### config.mk
export PLATFORM = sky130hd
export DESIGN_NAME = button_event_one_shot
export DESIGN_NICKNAME = d
export VERILOG_FILES = /design/src/rtl/button_event_one_shot.sv
export SDC_FILE = /design/constraint.sdc
export NUM_CORES = 1
export LEC_CHECK = 0
export ABC_AREA = 1
export CORE_ASPECT_RATIO = 1.1
export CORE_MARGIN = 2
export CORE_UTILIZATION = 53
export CTS_CLUSTER_DIAMETER = 50
export CTS_CLUSTER_SIZE = 16
export DETAILED_ROUTE_END_ITERATION = 10
export GPL_TIMING_DRIVEN = 0
export PLACE_DENSITY = 0.75
export SYNTH_ARGS = -nofsm -noshare
export SYNTH_HDL_FRONTEND = slang
export SYNTH_SLANG_ARGS = --single-unit
### constraint.sdc
create_clock -name clk -period 1.6 [get_ports clk]
set_input_delay 0.32 -clock clk [delete_from_list [all_inputs] [get_ports clk]]
set_output_delay 0.32 -clock clk [all_outputs]
set_load 0.02 [all_outputs]
### src/rtl/button_event_one_shot.sv
// Turns a debounced button level into one-cycle press/release/long/repeat events.
// Auto-repeat is built only when BUTTON_AUTO_REPEAT_EN is defined; otherwise repeat_pulse is 0.
module button_event_one_shot #(
   parameter int LONG_PRESS_CYCLES = 50000000,
   parameter int REPEAT_CYCLES     = 10000000
) (
   input  logic       clk,
   input  logic       rst,
   input  logic       btn_in,
   output logic       press_pulse,
   output logic       release_pulse,
   output logic       long_pulse,
   output logic       repeat_pulse,
   output logic       btn_held,
   output logic [7:0] press_count
);

   localparam int MAX_CYCLES = (LONG_PRESS_CYCLES > REPEAT_CYCLES) ? LONG_PRESS_CYCLES : REPEAT_CYCLES;
   localparam int CNT_W      = $clog2(MAX_CYCLES) + 1;
   localparam logic [CNT_W-1:0] LONG_LAST = CNT_W'(LONG_PRESS_CYCLES - 1);

   typedef enum logic [1:0] {
      ST_IDLE    = 2'd0,
      ST_PRESSED = 2'd1,
      ST_LONG    = 2'd2
   } state_t;

   logic             r_sync1;
   logic             r_sync2;
   logic             w_level;
   state_t           r_state;
   state_t           w_state_next;
   logic [CNT_W-1:0] r_hold_cnt;
   logic [CNT_W-1:0] w_hold_cnt_next;
   logic             r_press_pulse;
   logic             w_press_next;
   logic             r_release_pulse;
   logic             w_release_next;
   logic             r_long_pulse;
   logic             w_long_next;
   logic             r_btn_held;
   logic             w_held_next;
   logic [7:0]       r_press_count;
   logic [7:0]       w_press_count_next;

   // btn_in is asynchronous to clk: two-flop synchroniser before any decision.
   always_ff @(posedge clk) begin
      if (rst) begin
         r_sync1 <= 1'b0;
         r_sync2 <= 1'b0;
      end else begin
         r_sync1 <= btn_in;
         r_sync2 <= r_sync1;
      end
   end

   assign w_level = r_sync2;

   always_comb begin
      w_state_next       = r_state;
      w_hold_cnt_next    = r_hold_cnt;
      w_press_next       = 1'b0;
      w_release_next     = 1'b0;
      w_long_next        = 1'b0;
      w_held_next        = r_btn_held;
      w_press_count_next = r_press_count;
      case (r_state)
         ST_IDLE: begin
            if (w_level) begin
               w_state_next       = ST_PRESSED;
               w_press_next       = 1'b1;
               w_held_next        = 1'b1;
               w_press_count_next = r_press_count + 8'd1;
               w_hold_cnt_next    = '0;
            end
         end
         ST_PRESSED: begin
            // Release is tested first so it beats a coincident long threshold.
            if (!w_level) begin
               w_state_next    = ST_IDLE;
               w_release_next  = 1'b1;
               w_held_next     = 1'b0;
               w_hold_cnt_next = '0;
            end else if (r_hold_cnt == LONG_LAST) begin
               w_state_next = ST_LONG;
               w_long_next  = 1'b1;
            end else begin
               w_hold_cnt_next = r_hold_cnt + CNT_W'(1);
            end
         end
         ST_LONG: begin
            if (!w_level) begin
               w_state_next    = ST_IDLE;
               w_release_next  = 1'b1;
               w_held_next     = 1'b0;
               w_hold_cnt_next = '0;
            end
         end
         default: begin
            w_state_next = ST_IDLE;
         end
      endcase
   end

   always_ff @(posedge clk) begin
      if (rst) begin
         r_state         <= ST_IDLE;
         r_hold_cnt      <= '0;
         r_press_pulse   <= 1'b0;
         r_release_pulse <= 1'b0;
         r_long_pulse    <= 1'b0;
         r_btn_held      <= 1'b0;
         r_press_count   <= 8'd0;
      end else begin
         r_state         <= w_state_next;
         r_hold_cnt      <= w_hold_cnt_next;
         r_press_pulse   <= w_press_next;
         r_release_pulse <= w_release_next;
         r_long_pulse    <= w_long_next;
         r_btn_held      <= w_held_next;
         r_press_count   <= w_press_count_next;
      end
   end

`ifdef BUTTON_AUTO_REPEAT_EN
   localparam logic [CNT_W-1:0] REP_LAST = CNT_W'(REPEAT_CYCLES - 1);

   logic [CNT_W-1:0] r_rep_cnt;
   logic [CNT_W-1:0] w_rep_cnt_next;
   logic             r_repeat_pulse;
   logic             w_repeat_next;

   // Outside a held LONG the counter sits at 0, so entry into LONG starts it cleanly.
   always_comb begin
      w_rep_cnt_next = '0;
      w_repeat_next  = 1'b0;
      if ((r_state == ST_LONG) && w_level) begin
         if (r_rep_cnt == REP_LAST) begin
            w_repeat_next = 1'b1;
         end else begin
            w_rep_cnt_next = r_rep_cnt + CNT_W'(1);
         end
      end
   end

   always_ff @(posedge clk) begin
      if (rst) begin
         r_rep_cnt      <= '0;
         r_repeat_pulse <= 1'b0;
      end else begin
         r_rep_cnt      <= w_rep_cnt_next;
         r_repeat_pulse <= w_repeat_next;
      end
   end

   assign repeat_pulse = r_repeat_pulse;
`else
   assign repeat_pulse = 1'b0;
`endif

   assign press_pulse   = r_press_pulse;
   assign release_pulse = r_release_pulse;
   assign long_pulse    = r_long_pulse;
   assign btn_held      = r_btn_held;
   assign press_count   = r_press_count;

endmodule

==> qor.csv, run 1 <==
stage,metric,value,unit
floorplanning,core_area,4650,um^2
sta,fin_crit_sh,104,%
global_route,grt_use_total,26.2,%
outcome,status,finished with violations,
floorplanning,rows,26,
global_route,grt_first_pass_wirelength,11.6,mm
cells_and_area,fillers,376,
setup_path,worst-endpoint-required,1.81,ns
routing,avgRoutedWirePerCell,14.8,um
cts,ctsHoldBuffers,0,
global_route,grt_max_degree,14,
yosys,synthCells,411,
place,portBuffers,13,
routing,vias,2818,
setup_path,critical-path-max-stage-delay,0.37,ns
cells_and_area,antenna_cells,0,
sta,fmax,599,MHz
cts,clkSlewWorstSetupHoldPaths,0.09,ns
floorplanning,die_w,70.5,um
yosys,syn_area_per_cell,6.27,um^2
cells_and_area,final_area,3350,um^2
sta,fin_skew,0.0128,ns
yosys,synth_top_area_share,33.4,%
yosys,synthesis.nets,419,
sta,setup_viol,17,
floorplanning,dieArea,5430,um^2
run,max_cap_viol_count,0,
cells_and_area,area_growth,30.1,%
sta,hold_violations,0,
setup_path,cp.arrival,1.88,ns
sta,slew_viol_final,0,
setup_path,crit_top_cell,nand3_4,
pwr,leakage,0.00138,uW
routing,dr.pass1.iters,6,
floorplanning,floorplan.initialDensity,55.4,%
cts,cts_tree,built,
routing,final_antenna_net_count,0,
place,gp_congestion,0.978,
sta,slew_headroom,62.7,%
floorplanning,io_pins,16,
yosys,yosysTopAreaCell,dfxtp_1,
cts,cts-htree-levels,2,
cells_and_area,drive_above_1_share,24.5,%
pwr,total_power,2440,uW
cts,cts_max_path_buffers,2,
routing,drc_errors,0,
place,placed_area,2790,um^2
floorplanning,die_height,77.1,um
cts,clock-sinks,43,
cts,insertion_delay,0.31,ns
cts,cts_made_buffers,5,
sta,tns,-0.531,ns
setup_path,path_cells,ha_4 -> nand3_4 -> nor3_4 -> nand3_4 -> nand2_8 -> clkbuf_16 -> o21bai_1 -> nand2_1 -> inv_1,
cells_and_area,fin_nets,456,
cts,root_buffer,clkbuf_8,
outcome,violations,setup timing,
setup_path,crit_slowest_cell,dfxtp_4,
sta,worst_pin_slew,0.559,ns
place,place_hpwl,4.74,mm
yosys,ys_ff_latch,43,
yosys,synth.yosys.seq_area_share,33.4,%
pwr,vdd_drop_max,0.506,mV
global_route,antenna_found_initial,0,
yosys,yosysWarnings,0,
setup_path,reg2reg_setup_slack,-0.07,ns
routing,viasPerCell,5.58,
routing,drtIter0Drc,244,
setup_path,crit_path_max_fanout,6,
yosys,synthTopCellsByArea,"dfxtp_1 (33%), nand2_1 (16%), inv_1 (8.5%), nor2_1 (8.0%), nand3_1 (5.8%)",
yosys,synth_cell_types,31,
sta,rsz0062_at_grt,true,
setup_path,worstSetupPathType,flop to flop,
setup_path,startpoint_type,flop,
global_route,overflow,0,
place,post-place-ws,-0.321,ns
min_path,min_path_type,input port to flop,
global_route,grt_pass1_vias,2622,
pwr,power_density,727,nW/um^2
sta,min_period,1.67,ns
setup_path,worstSetupEndpointType,flop,
sta,setup_ws,-0.0695,ns
yosys,synth.cell_area,2570,um^2
routing,wl,7.46,mm
-- sequential cells by signal, indices dropped and copies added (netlist names) --
| name | count |
|---|---|
| release_pulse | 1 |
| press_count | 8 |
| r_sync1 | 1 |
| r_sync2 | 1 |
| long_pulse | 1 |
| press_pulse | 1 |
| r_hold_cnt | 27 |
| r_state | 2 |
| btn_held | 1 |
-- stage by stage --
stage               hold slack (ns)  util [%]  instances
detailed placement            0.399      59.9        480
finish                        0.396      72.0        505
global placement              0.393      59.9        480
floorplan                     0.388         -        411
global route                  0.418      72.0        505
CTS                           0.411      65.1        491
-- power by group --
group / internal, uW / switching (uW) / total, uW
clock: 505 / 391 / 896
combinational: 188 / 260 / 448
sequential: 1080 / 10.3 / 1090
-- area by class of cell --
| class | instances | area, um^2 | share of cell area, % |
|---|---|---|---|
| Multi-Input combinational cell | 295 | 1640 | 49.0 |
| Sequential cell | 43 | 887 | 26.5 |
| Timing Repair Buffer | 29 | 297 | 8.85 |
| Inverter | 66 | 272 | 8.11 |
| Clock buffer | 6 | 82.6 | 2.47 |
| Tap cell | 56 | 70.1 | 2.09 |
| Buffer | 8 | 66.3 | 1.98 |
| Clock inverter | 2 | 35.0 | 1.05 |
-- synthesized netlist by cell type (all sizes together) --
cell type    n
a31o         1
nor2        59
a21oi       18
buf          4
clkbuf       4
o21ai       22
clkinv       1
nand3       32
ha           5
nand4       12
nor3        13
dfxtp       43
and2         1
a31oi        1
xor2         3
inv         65
nor3b        1
nor4         2
nand2      117
conb         1
o21bai       6
-- routing by layer --
layer | part of all wire, % | up-vias | global-route usage [%]
li1 | - | 1387 | -
met1 | 40 | 1280 | 29.5
met2 | 51 | 123 | 46.1
met3 | 6.4 | 28 | 5.65
met4 | 3.0 | 0 | 13.1
met5 | 0 | - | 0
-- repair_timing --
action / 4_1_cts / 5_1_grt
setup buffers: 3 / 12
pin swaps: 6 / 20
gates resized for setup: 37 / 64
cloned: 0 / 2
setup endpoints to repair: 38 / 40
-- cell families after synthesis --
| family | count (synthesis) | synth area share [%] |
|---|---|---|
| simple gates | 237 | 41.4 |
| buf+inv | 74 | 11.5 |
| compound gates | 48 | 10.1 |
| flops | 43 | 33.4 |
| fa+ha+maj | 5 | 2.43 |
| xor+xnor | 3 | 1.02 |
| other cells | 1 | 0.146 |
-- placed cells by master (no fill, tap or decap), types with 2 or more instances in the layout --
cell / count
buf_6: 2
dfxtp_2: 12
nand3_4: 3
nor2_1: 46
inv_2: 9
nor4_1: 2
o21ai_1: 3
nand2_2: 10
nand2_1: 102
inv_1: 51
o21ai_0: 15
clkdlybuf4s50_1: 4
clkbuf_1: 2
a21oi_2: 5
nor2_2: 5
dfxtp_1: 28
nor2_4: 8
nand4_1: 12
inv_4: 3
dfxtp_4: 3
dlymetal6s2s_1: 3
nand3_1: 28
dlygate4sd2_1: 6
nor3_1: 11
buf_4: 15
nand2_4: 5
clkbuf_8: 6
o21bai_1: 6
a21oi_1: 13
o21ai_2: 3
buf_12: 3
xor2_1: 3
ha_4: 3
-- path summary, 6_finish.rpt --
path	from	to	cells after the start
max	r_hold_cnt[0]	r_hold_cnt[15]	9
min	rst	r_hold_cnt[13]	2
max reg2reg	r_hold_cnt[0]	r_hold_cnt[15]	9
min reg2reg	r_sync1	r_sync2	2
-- worst max-delay path, delay by kind of cell (launching register included) --
family | cells | cell delay (ns)
AND/OR/NAND/NOR | 5 | 0.80
AO/OA/AOI/OAI | 1 | 0.06
adder cells (fa/ha/maj) | 1 | 0.15
buffers and inverters | 2 | 0.20
flip-flops | 1 | 0.37
Note: power is estimated with default switching activity, not from simulation.
==> run 2, diff against run 1 <==
Settings changed: ABC_AREA 1 to not set, CORE_MARGIN 2 to 5, CORE_UTILIZATION 53 to 52.
==> qor.csv, run 2 <==
stage,metric,value,unit
setup_path,path_cells,inv_4 -> ha_4 -> mux2i_4 -> buf_6 -> a21oi_4 -> a31o_4 -> buf_6 -> a221o_1,
sta,fin_crit_sh,110,%
yosys,synth_cell_types,54,
outcome,violations,setup timing,
yosys,synth_top_area_share,39.4,%
routing,viasPerCell,6.18,
cells_and_area,drive_above_1_share,36.5,%
place,gp_congestion,0.872,
min_path,hold_end,r_sync2,
min_path,min_path_type,flop to flop,
setup_path,worst-endpoint-required,1.79,ns
cells_and_area,fin_util,76.9,%
routing,avgRoutedWirePerCell,17.2,um
place,portBuffers,14,
routing,vias,2238,
global_route,antenna_found_initial,0,
pwr,power_density,771,nW/um^2
outcome,status,finished with violations,
sta,slew_viol_final,0,
cells_and_area,antenna_cells,0,
routing,dr.pass1.iters,4,
sta,hold_violations,0,
cts,ctsHoldBuffers,0,
global_route,overflow,0,
setup_path,crit_path_max_fanout,5,
setup_path,worstSetupPathType,flop to flop,
sta,min_period,1.76,ns
yosys,ys_ff_latch,43,
sta,setup_viol,26,
setup_path,r2r_cells,8,
global_route,grt_max_degree,13,
setup_path,cp.arrival,1.95,ns
setup_path,rr_endpoint,r_hold_cnt[23],
place,placed_area,2480,um^2
routing,final_antenna_net_count,0,
cts,root_buffer,clkbuf_8,
sta,holdWs,0.450,ns
global_route,grt_pass1_vias,2106,
cts,cts-htree-levels,2,
cts,insertion_delay,0.29,ns
cells_and_area,fin_nets,317,
cts,cts_max_path_buffers,2,
yosys,synthCells,262,
setup_path,timing.rr.start,r_state[1],
yosys,synth_edf_count,0,
pwr,vdd_drop_max,0.390,mV
cts,cts_made_buffers,5,
cells_and_area,final_area,3090,um^2
yosys,synth.yosys.seq_area_share,39.4,%
cts,cts_tree,built,
setup_path,startpoint_type,flop,
pwr,leakage,0.00119,uW
setup_path,reg2reg_setup_slack,-0.16,ns
global_route,grt_use_total,22.0,%
sta,setup_ws,-0.164,ns
sta,rsz0062_at_grt,true,
floorplanning,die_w,71.8,um
yosys,synthTopCellsByCount,"dfxtp_1 (43), a21oi_1 (25), nor2_1 (24)",
floorplanning,floorplan.initialDensity,54.4,%
yosys,synth_flop_cell,dfxtp_1,
sta,fin_skew,0.00430,ns
routing,wl,6.23,mm
global_route,grt_first_pass_wirelength,9.95,mm
setup_path,crit_top_cell,buf_6,
min_path,min_path_cells,1,
cts,clock-sinks,43,
cells_and_area,final_cell_mix,"dfxtp_1 (33), a21oi_1 (20), buf_4 (20), nor2_1 (19)",
setup_path,worstSetupEndpointType,flop,
place,place_hpwl,3.63,mm
cells_and_area,final_common_cell,dfxtp_1,
floorplanning,io_pins,16,
cts,clkSlewWorstSetupHoldPaths,0.08,ns
yosys,syn_area_per_cell,8.35,um^2
cells_and_area,area_growth,41.4,%
run,max_cap_viol_count,0,
min_path,hp-start,r_sync1,
yosys,synthesis.nets,270,
cells_and_area,stdcell_count,362,
place,dp_cells,328,
yosys,yosysWarnings,0,
cells_and_area,largest_reg_flops,27,
floorplanning,core_area,4020,um^2
setup_path,critical-path-max-stage-delay,0.39,ns
sta,fmax,567,MHz
yosys,yosysTopAreaCell,dfxtp_1,
floorplanning,die_height,78.0,um
routing,drtIter0Drc,170,
floorplanning,dieArea,5600,um^2
cells_and_area,regMostFlops,r_hold_cnt,
yosys,yosysMostFrequentCell,dfxtp_1,
yosys,synthArstFlopShare,0,%
yosys,synthTopCellsByArea,"dfxtp_1 (39%), a21oi_1 (5.7%), nor2_1 (4.1%), nand3_1 (3.4%), nand2_1 (3.3%)",
floorplanning,rows,24,
routing,drc_errors,0,
sta,tns,-2.62,ns
yosys,synth.cell_area,2190,um^2
setup_path,crit_slowest_cell,dfxtp_4,
-- run 2: cell type report --
| cell class | instances | area (um^2) |
|---|---|---|
| Multi-Input combinational cell | 198 | 1560 |
| Fill cell | 268 | 931 |
| Buffer | 6 | 50.0 |
| Sequential cell | 43 | 881 |
| Timing Repair Buffer | 41 | 378 |
| Clock buffer | 8 | 100 |
| Inverter | 14 | 57.6 |
| Tap cell | 52 | 65.1 |
-- run 2: kinds of logic (layout without fill, tap and decap cells) --
kind of cell    count (synthesis)  count (layout)  synth area share (%)
compound gates                 75              75                  21.5
simple gates                  109             109                  27.9
xor+xnor                        7               7                  2.80
other cells                     1               1                 0.171
fa+ha+maj                       5               5                  2.86
mux                             1               1                  1.03
flops                          43              43                  39.4
buf+inv                        21              69                  4.40
-- run 2: how the worst max path moves through the flow --
| stage | slack (ns) | end | from |
|---|---|---|---|
| floorplan | -0.10 | r_hold_cnt[23] | r_state[1] |
| global placement | -0.58 | r_hold_cnt[23] | rst |
| detailed placement | -0.57 | r_hold_cnt[23] | rst |
| CTS | -0.14 | r_hold_cnt[15] | r_state[1] |
| global route | -0.25 | r_hold_cnt[20] | r_state[1] |
| finish | -0.16 | r_hold_cnt[23] | r_state[1] |
-- run 2: metrics by stage --
| step | total power, uW | setup slack [ns] |
|---|---|---|
| after floorplan | 1380 | -0.100 |
| after global placement | 1460 | -0.581 |
| after global routing | 2480 | -0.251 |
| after CTS | 2300 | -0.137 |
| final | 2380 | -0.164 |
| after detailed placement | 1470 | -0.574 |
-- run 2: critical path: cells and delay by family (launching register included) --
family,cells,cell delay [ns]
AO/OA/AOI/OAI,3,0.59
adder cells (fa/ha/maj),1,0.18
buffers and inverters,3,0.32
flip-flops,1,0.39
multiplexers,1,0.18
-- run 2: what timing repair did --
action / 4_1_cts / 5_1_grt
gates resized for setup: 59 / 31
cloned: 2 / 0
buffers inserted: 17 / 8
pin swaps: 23 / 14
setup endpoints to repair: 37 / 32
-- run 2: layer usage --
layer	wire (um)	global-route usage (%)	vias up
met5	0	0	-
li1	-	-	1061
met1	2560	26.6	1073
met4	174	7.14	0
met3	359	4.47	19
met2	3140	38.7	85
-- run 2: where the power goes --
group          internal (uW)  switching (uW)
sequential              1090            18.9
clock                    394             357
combinational            254             268
total                   1740             644
==> run 3, diff against run 2 <==
Settings changed: GPL_TIMING_DRIVEN 0 to not set.
==> qor.csv, run 3 (same netlist as run 2, synthesis figures left out) <==
stage,metric,value,unit
cells_and_area,final_common_cell,buf_4,
setup_path,crit_path_max_fanout,6,
cells_and_area,largest_reg_flops,27,
cells_and_area,fin_util,93.2,%
floorplanning,die_w,71.8,um
sta,tns,-7.71,ns
sta,rsz0062_at_grt,true,
setup_path,cp.arrival,2.25,ns
sta,fin_skew,0.0215,ns
global_route,antenna_found_initial,0,
cts,ctsHoldBuffers,0,
floorplanning,dieArea,5600,um^2
cts,root_buffer,clkbuf_8,
cells_and_area,fin_nets,379,
cts,clkSlewWorstSetupHoldPaths,0.11,ns
cts,cts_max_path_buffers,2,
routing,dr.pass1.iters,6,
global_route,grt_max_degree,15,
sta,setup_ws,-0.440,ns
pwr,clockPowerShare,32.6,%
cts,clock-sinks,43,
sta,setup_viol,35,
pwr,p_int,1910,uW
routing,vias,3051,
routing,drc_errors,0,
place,place_hpwl,4.68,mm
cts,cts_tree,built,
routing,drtIter0Drc,372,
routing,final_antenna_net_count,0,
cells_and_area,drive_above_1_share,51.3,%
pwr,leakage,0.00152,uW
pwr,p_sw,860,uW
cts,cts_made_buffers,5,
outcome,violations,setup timing,
floorplanning,rows,24,
routing,wl,11.4,mm
pwr,seqPwrFrac,40.3,%
floorplanning,die_height,78.0,um
floorplanning,floorplan.initialDensity,54.4,%
cts,insertion_delay,0.32,ns
routing,avgRoutedWirePerCell,26.8,um
routing,viasPerCell,7.20,
cts,cts-htree-levels,2,
pwr,power_density,739,nW/um^2
cells_and_area,antenna_cells,0,
global_route,grt_first_pass_wirelength,12.4,mm
global_route,grt_use_total,28.1,%
place,post-place-ws,-0.304,ns
sta,min_period,2.04,ns
sta,holdWs,0.479,ns
place,gp_congestion,0.899,
floorplanning,core_area,4020,um^2
setup_path,startpoint_type,flop,
setup_path,worst-endpoint-required,1.81,ns
setup_path,worstSetupPathType,flop to flop,
cells_and_area,area_growth,71.4,%
floorplanning,io_pins,16,
setup_path,worstSetupEndpointType,flop,
sta,fin_crit_sh,128,%
sta,hold_violations,0,
place,portBuffers,14,
sta,slew_viol_final,0,
pwr,vdd_drop_max,0.707,mV
pwr,combPwrFrac,27.1,%
pwr,p_sw_share,31.0,%
global_route,grt_pass1_vias,2552,
cells_and_area,final_cell_mix,"buf_4 (73), dfxtp_1 (34), buf_6 (21), nor2_1 (17), a21oi_1 (15)",
run,max_cap_viol_count,0,
min_path,min_path_type,flop to flop,
cells_and_area,regMostFlops,r_hold_cnt,
outcome,status,finished with violations,
sta,fmax,490,MHz
global_route,overflow,0,
run 3: changes by cell type in the layout (fill, tap and decap cells not counted), moves of 3 or more:
cell / delta
a21oi_1: -5
a21oi_2: +3
a31oi_1: -4
a31oi_4: +4
buf_4: +53
buf_6: +11
nor2_2: +5
nor2_4: -3
o21ai_0: -3
run 3: final timing paths:
path / slack, ns / startpoint / to / cells after the start
setup / recovery: -0.44 / r_hold_cnt[8] / r_hold_cnt[15] / 5
hold / removal: 0.48 / r_sync1 / r_sync2 / 1
setup reg to reg: -0.44 / r_hold_cnt[8] / r_hold_cnt[15] / 5
hold reg to reg: 0.48 / r_sync1 / r_sync2 / 1
run 3: routing by layer:
| metal | routed length, um | track usage, % |
|---|---|---|
| met3 | 1300 | 5.49 |
| met2 | 5320 | 50.6 |
| met1 | 3730 | 30.5 |
| met5 | 0 | 0 |
| met4 | 1030 | 15.6 |
run 3: power by group through the flow:
stage	Combinational (uW)	Clock (uW)	Sequential, uW
after floorplan	226	0	1150
after global placement	387	0	1140
after detailed placement	396	0	1140
after CTS	497	851	1110
after global routing	763	935	1120
final	750	905	1120
run 3: cell type report:
type                    count  area [um^2]
clock buffers               7         76.3
flip-flops and latches     43          882
inverters                  14         57.6
well taps                  52         65.1
repair buffers            108          921
multi-input cells         199         1720
fillers                   122          275
clock inverters             1         30.0
run 3: metrics by stage:
| stage | cell area [um^2] | total power (uW) | std cells |
|---|---|---|---|
| after floorplan | 2280 | 1380 | 262 |
| after CTS | 3350 | 2460 | 408 |
| after global routing | 3750 | 2820 | 424 |
| after detailed placement | 2950 | 1540 | 391 |
| after global placement | 2950 | 1530 | 391 |
| final | 3750 | 2770 | 424 |
run 3: what timing repair did:
action                                  CTS  global route
endpoints found under the setup margin   36            33
setup buffers                             9            15
gates resized for setup                  68            60
pin swaps                                23            25
gates cloned                              1             1
run 3: critical path: stages, from the launching register on:
cell and delay [ns]:
dfxtp_1 0.37, nor3_1 0.36, nand4_1 0.38, nor3_2 0.39, nor2_2 0.16, a31oi_1 0.28
